`src/rtl/serial_subtractor.sv`:
```
// Bit-serial subtractor: diff = a - b computed LSB-first through one full-adder cell as a + ~b + 1.
// Operands and result move on independent valid/ready handshakes.
module serial_subtractor #(
  parameter int unsigned WIDTH = 8
) (
  input  logic             clk,
  input  logic             rst_n,
  input  logic             in_valid,
  output logic             in_ready,
  input  logic [WIDTH-1:0] a,
  input  logic [WIDTH-1:0] b,
  output logic             out_valid,
  input  logic             out_ready,
  output logic [WIDTH-1:0] diff,
  output logic             borrow,
  output logic             overflow
);

  localparam int unsigned CntW = (WIDTH > 1) ? $clog2(WIDTH) : 1;

  typedef enum logic [1:0] {StIdle, StRun, StDone} state_t;

  state_t            r_state;
  logic [WIDTH-1:0]  r_op_a;
  logic [WIDTH-1:0]  r_op_b;
  logic [WIDTH-1:0]  r_res;
  logic              r_carry;
  logic [CntW-1:0]   r_cnt;
  logic              r_a_msb;
  logic              r_b_msb;
  logic [WIDTH-1:0]  r_diff;
  logic              r_borrow;
  logic              r_overflow;
  logic              r_out_valid;

  logic              w_s;
  logic              w_cout;
  logic [WIDTH-1:0]  w_res_next;
  logic              w_last;

  // Full-adder cell on the current LSBs; opB already holds ~b.
  assign w_s        = r_op_a[0] ^ r_op_b[0] ^ r_carry;
  assign w_cout     = (r_op_a[0] & r_op_b[0]) | (r_op_a[0] & r_carry) | (r_op_b[0] & r_carry);
  assign w_res_next = {w_s, r_res[WIDTH-1:1]};
  assign w_last     = (r_cnt == CntW'(WIDTH - 1));

  always_ff @(posedge clk or negedge rst_n) begin
    if (!rst_n) begin
      r_state     <= StIdle;
      r_op_a      <= '0;
      r_op_b      <= '0;
      r_res       <= '0;
      r_carry     <= 1'b0;
      r_cnt       <= '0;
      r_a_msb     <= 1'b0;
      r_b_msb     <= 1'b0;
      r_diff      <= '0;
      r_borrow    <= 1'b0;
      r_overflow  <= 1'b0;
      r_out_valid <= 1'b0;
    end else begin
      unique case (r_state)
        StIdle: begin
          if (in_valid) begin
            r_op_a  <= a;
            r_op_b  <= ~b;
            r_carry <= 1'b1;
            r_cnt   <= '0;
            r_a_msb <= a[WIDTH-1];
            r_b_msb <= b[WIDTH-1];
            r_state <= StRun;
          end
        end
        StRun: begin
          r_op_a  <= r_op_a >> 1;
          r_op_b  <= r_op_b >> 1;
          r_res   <= w_res_next;
          r_carry <= w_cout;
          r_cnt   <= r_cnt + CntW'(1);
          if (w_last) begin
            // w_s here is the result MSB; overflow only when operand signs differ.
            r_diff      <= w_res_next;
            r_borrow    <= ~w_cout;
            r_overflow  <= (r_a_msb != r_b_msb) & (w_s != r_a_msb);
            r_out_valid <= 1'b1;
            r_state     <= StDone;
          end
        end
        StDone: begin
          if (out_ready) begin
            r_out_valid <= 1'b0;
            r_state     <= StIdle;
          end
        end
        default: r_state <= StIdle;
      endcase
    end
  end

  assign in_ready  = (r_state == StIdle);
  assign out_valid = r_out_valid;
  assign diff      = r_diff;
  assign borrow    = r_borrow;
  assign overflow  = r_overflow;

endmodule

```
`config.mk`:
```
export PLATFORM = sky130hd
export DESIGN_NAME = serial_subtractor
export DESIGN_NICKNAME = d
export VERILOG_FILES = /design/src/rtl/serial_subtractor.sv
export SDC_FILE = /design/constraint.sdc
export NUM_CORES = 1
export LEC_CHECK = 0
export CORE_ASPECT_RATIO = 0.5
export CORE_MARGIN = 10
export CORE_UTILIZATION = 50
export CTS_CLUSTER_SIZE = 8
export DETAILED_ROUTE_END_ITERATION = 7
export PLACE_DENSITY = 0.76
export SYNTH_ARGS = -nofsm -noshare
export SYNTH_HDL_FRONTEND = slang
export SYNTH_SLANG_ARGS = --single-unit
```
`constraint.sdc`:
```
create_clock -name clk -period 1.85 [get_ports clk]
set_clock_uncertainty 0.1 [all_clocks]
set_input_delay 0.185 -clock clk [delete_from_list [all_inputs] [get_ports clk]]
set_output_delay 0.185 -clock clk [all_outputs]
set_load 0.1 [all_outputs]
```
* Yosys cells after proc, flatten, opt, wreduce, memory -nomap -nowiden *
Cells that the tools add are included.
W data, S select, Z words.

cells by class
  add/subtract/negate cells = 1
  eq/ne operators = 8
  muxes and demuxes = 15
  bitwise logic cells = 10
  reduce and logical (&&, ||, !) cells = 8

operator list
  cell                   count
  $pmux W8 S2            2
  $mux W8                2
  $not A8 Y8             1
  $mux W2                3
  $ne A2 B2 Y1 const B   3
  $pmux W2 S3            1
  $pmux W3 S2            1
  $reduce_and A2 Y1      3
  $reduce_and A3 Y1      2
  $and A1 B1 Y1          4
  $pmux W1 S2            2
  $reduce_bool A2 Y1     2
  $add A3 B1 Y3 const B  1
  $eq A3 B3 Y1 const B   1
  $mux W1                3
  $mux W3                1
  $eq A2 B1 Y1 const B   1
  $eq A2 B2 Y1 const B   1
  $logic_not A2 Y1       1
  $ne A1 B1 Y1           2
  $or A1 B1 Y1           2
  $xor A1 B1 Y1          2
  $not A1 Y1             1

storage, ports and cells
  flip-flop bits (word level) = 43
  bits of input ports = 20
  output and inout port bits = 12
  logic and storage cells = 54

* Longest topological paths before layout *
  depth after elaboration = 4
  depth in mapped cells = 6
  depth with buffers taken out = 5

* Worst setup path after synthesis *
No wires, ideal clock.

  path type = reg2out
  start point = register r_state[0]
  end point = output port in_ready
  data arrival time = 1.989 ns
  slack = -0.424 ns
  stages on the path, launching flop included = 4
  path buffers = 2
  cell sequence = dfrtp_1 > buf_4 > buf_6 > nor2_1

on the way
  word-level cells in the longest chain between the ends = 1

RTL lines
  what                      line  RTL
  start: declaration        23    state_t r_state;
  start signal: assignment  49    r_state <= StIdle;
  start signal: assignment  71    r_state <= StRun;
  start signal: assignment  86    r_state <= StDone;
  $logic_not A2 Y1          100   assign in_ready = (r_state == StIdle);
  end: declaration          9     output logic in_ready,

No other way between the ends.

* Worst setup path in the final report *
Same ends and word-level chain as after synthesis.

==> results.md <==
- The flow ran to the end, and the final reports show no timing, DRC or antenna violations.
- Sorting the synthesized cells by area gives the leading types as dfrtp_1 (56%), nand2_1 (6.8%), mux2_4 (4.0%).
- In the synthesized netlist the async set-or-reset flop fraction comes to 1.000.
- The post-detailed-route via-to-cell ratio is 5.254.
- The signal on the critical path passes through buf_4 -> nor2_2 -> buf_12.
- The clock tree from TritonCTS is yes.
- The maximum number of pins on one net before global-route repair is 24.
- The CTS root buffer is clkbuf_8.
- CTS built an H-tree with a depth of 2.
- The post-layout net count is roughly 230.
- Of the total power, registers draw 0.368.
- Once placement finished, the instance area stood at roughly 2200 um2.
- The initial antenna violation count is 0.
- Dividing the final minimum period by the clock period gives 0.9406.
- The number of failing hold endpoints at the final stage is 0.
- The core area is between 3000 and 4000 um2.
- The setup path with the least slack is of type reg2out.
- The count of nets left with antenna violations once routing finished came out at 0.
- The first detailed-routing pass took 4 iterations.
- The max-slew violation count is 0.
- Across all register-to-register paths, the minimum setup slack is 0.21 ns.
- The minimum clock period is about 1.7 ns.
- The worst register-to-register path begins at r_cnt[0].
- The number of clock buffers inserted by TritonCTS is 5.
- The number of buffer and inverter instances along the worst setup path is 2.
- The tightest min-delay check is of the in2async type.
- The highest-delay cell along the critical path is dfrtp_1.
- In this run the tightest slew margin relative to its limit is 0.6598.
- In this run the worst path has a maximum fanout of 12.
- The worst register-to-register path has a depth of 4.
- The net count of the mapped netlist is a little under 200.
- The share of power burned in combinational logic is 0.507.
- Yosys printed 0 warnings.
- The total number of vias is 1366.
- The cell with the most instances after synthesis is dfrtp_1.
- Across the run, the number of max-cap violations was 0.
- The height of the die is 63.45 um.
- The critical path's top delay family is flip-flops.
- The worst register-to-register path ends at diff[2].
- The share of total power dissipated in the clock network is 0.125.
- The area of the mapped netlist is ~1900 um2.
- The placer congestion estimate is 0.7589.
- In the synthesized netlist the dominant register cell turns out to be dfrtp_1.
- The start point of the critical path is r_state[0].
- The critical path's largest stage delay is about 0.54 ns.
- Across the whole layout, storage elements account for between 1000 and 1500 um2.
- The remaining routing DRC violations is 0.
- In this run the mean area of a mapped cell was between 10 and 15 um2.
- In this run the power density over the cells is 1927 nW/um2.
- The count of cell types in the netlist is 29.
- The via count of the first global-routing pass was around 1500.
- The switching power share of the total is 0.4740.
- 32 I/O pins were placed.
- The highest clock frequency the design can meet is between 0.5 and 0.6 GHz.
- Measured along the x axis, the die boundary spans 106.9 um.
- Of the cells placed in the final design, the portion with a size suffix greater than 1 is 0.2105.
- The register area share after synthesis is 0.5567.
- In this run the core area contains 15 standard-cell rows.
- Setup repair after global routing left no endpoint under its margin.
- The final setup violation count is 0.
- STA classifies the critical path startpoint as a register.
- The data arrival time at the worst-slack endpoint is roughly 1.5 ns.
- The multi-input combinational cells in the finished layout cover a total of between 700 and 800 um2.
- The number of buffers inserted by port buffering is 31.
- The count of clock tree sinks is 42.
- Summed over all layers, the global routing overflow is 0.
- The number of gates given a new drive strength after cts is 0.
- The first global-routing pass estimated 6.796 mm of wire.
- The leakage dissipation is around 1.1 nW.
- In the final timing run, aggregate negative setup slack is 0 ns.
- After filler insertion, the fill cell instance count of the layout stands at 282.
- The clock transition at the registers of the reported paths is 0.07 ns.
- Summed over all nets, the half-perimeter wirelength after detailed placement is 2.798 mm.
- In this run, the number of DRC markers left after iteration 0 of detailed routing was between 60 and 70.
- For this design the total switching power over the nets is about 2.1 mW.
- IR analysis of the VDD net gives a maximum drop of between 0.0009 and 0.001 V.
- The clock latency of the later-clocked register in the worst-skew pair is about 0.29 ns.
- The count of inserted antenna diode cells is 0.
- Of the post-synthesis cell area, the dominant cell type holds 0.5567.
- The number of instances in the synthesized netlist is 172.
- The growth of design area from synthesis to finish is 22.20%.
- At the worst endpoint, the required time is between 1.5 and 2 ns.
- The finished layout cell area is approximately 2300 um2.
- The internal power is around 2.3 mW.
- For the pin with the worst max-slew slack, the measured transition is between 0.5 and 0.6 ns.
- The number of enable flip-flop cells after synthesis is 0.
- The total of flip-flops plus latches after synthesis is between 40 and 50.
- In the global route stage, overall resource usage came out at 0.1224.
- The die covers about 6800 um2.
- STA classifies the critical path endpoint as a primary output.
- The synthesized design spends more area on one cell type than any other, namely dfrtp_1.
- The clock passes through at most 2 buffers.
- By count the netlist is led by dfrtp_1 (42), nand2_1 (34), inv_1 (11), o21ai_0 (11).
- Dividing the detail-routed wire length by the instance count gives ~15 um.
- The initial utilization of the core area, before any placement, comes to 0.5351.
- The total detailed-routing wirelength is between 3 and 4 mm.
kinds of logic (layout without fill, tap and decap cells):
logic type | Yosys count | count (layout) | share of synthesized area
buffers and inverters | 21 | 58 | 0.06626
DFF | 42 | 42 | 0.5567
adders and majority gates | 3 | 3 | 0.02386
and+or+nand+nor | 46 | 46 | 0.1153
muxes | 10 | 10 | 0.06958
AOI/OAI and AO/OA | 50 | 50 | 0.1683
power by group through the flow:
stage          registers (mW)  logic [mW]  clock network [mW]
6_report                 1.64        2.26               0.554
4_1_cts                  1.64        2.28               0.565
2_1_floorplan            2.32        1.09                   0
5_1_grt                  1.69        2.47               0.610
3_5_place_dp             1.65        2.27                   0
3_3_place_gp             1.63        2.22                   0
layout by cell type (no fill, tap or decap), types with 2 or more instances in the layout:
cell             synthesis  routed
nor2_2                   1       2
a22oi_1                  7       7
mux2_2                   5       5
dfrtp_1                 42      42
a2bb2oi_1                5       5
mux2_4                   5       5
clkbuf_8                 0       5
o21ai_0                 11      11
nand2_1                 34      34
nor2b_1                  2       2
clkinv_2                 0       2
buf_4                    4      19
ha_1                     2       2
a21oi_1                  9       9
nand2b_1                 3       3
o22ai_1                  9       9
inv_1                   11      11
o21ai_1                  4       4
a22o_1                   2       2
clkdlybuf4s50_1          0      18
state kept, by name, indices dropped and copies added, names as in the netlist:
name / cells
borrow: 1
diff: 8
out_valid: 1
overflow: 1
r_a_msb: 1
r_b_msb: 1
r_carry: 1
r_cnt: 3
r_op_a: 8
r_op_b: 8
r_res: 7
r_state: 2
area by class of cell:
class | instances | share of cell area
timing repair buffer | 40 | 0.1551
sequential | 42 | 0.4555
clock buffer | 5 | 0.02983
clock inverter | 2 | 0.004338
multi-input combinational | 109 | 0.3097
tap | 51 | 0.02766
inverter | 11 | 0.01790
routing by layer:
metal / track usage / share of wire / up-vias
met5: 0 / 0 / -
met4: 0.05537 / 0.015 / 0
met3: 0.04158 / 0.046 / 5
met2: 0.1997 / 0.48 / 24
met1: 0.1426 / 0.46 / 675
li1: - / - / 662
what timing repair did:
item,CTS,global route
endpoints found under the hold margin,21,0
setup buffers,0,0
hold buffers,1,0
worst register-to-register path: cells and delay by family (launching register included):
family	cells	cell delay (ns)
adders and majority gates	2	0.44
DFF	1	0.40
muxes	1	0.36
and+or+nand+nor	1	0.21
worst max-delay path by stage:
stage	to	slack (ns)	cells past startpoint
after floorplan	in_ready	0.04	3
after global placement	diff[0]	0.28	4
after detailed placement	diff[2]	0.22	4
after CTS	in_ready	0.1	3
after global routing	in_ready	0.03	3
final	in_ready	0.11	3
stage by stage:
step	setup slack [ns]	utilization	total power [mW]	hold slack [ns]	std cells
after floorplan	0.03802	-	3.401	-0.2106	172
after global placement	0.2766	0.6287	3.855	0.08995	252
after detailed placement	0.2180	0.6287	3.924	0.08892	252
after CTS	0.09755	0.6539	4.482	0.3074	260
after global routing	0.03355	0.6539	4.768	0.3640	260
final	0.1099	0.6539	4.447	0.2994	260
Power figures use the tool's default switching activity.
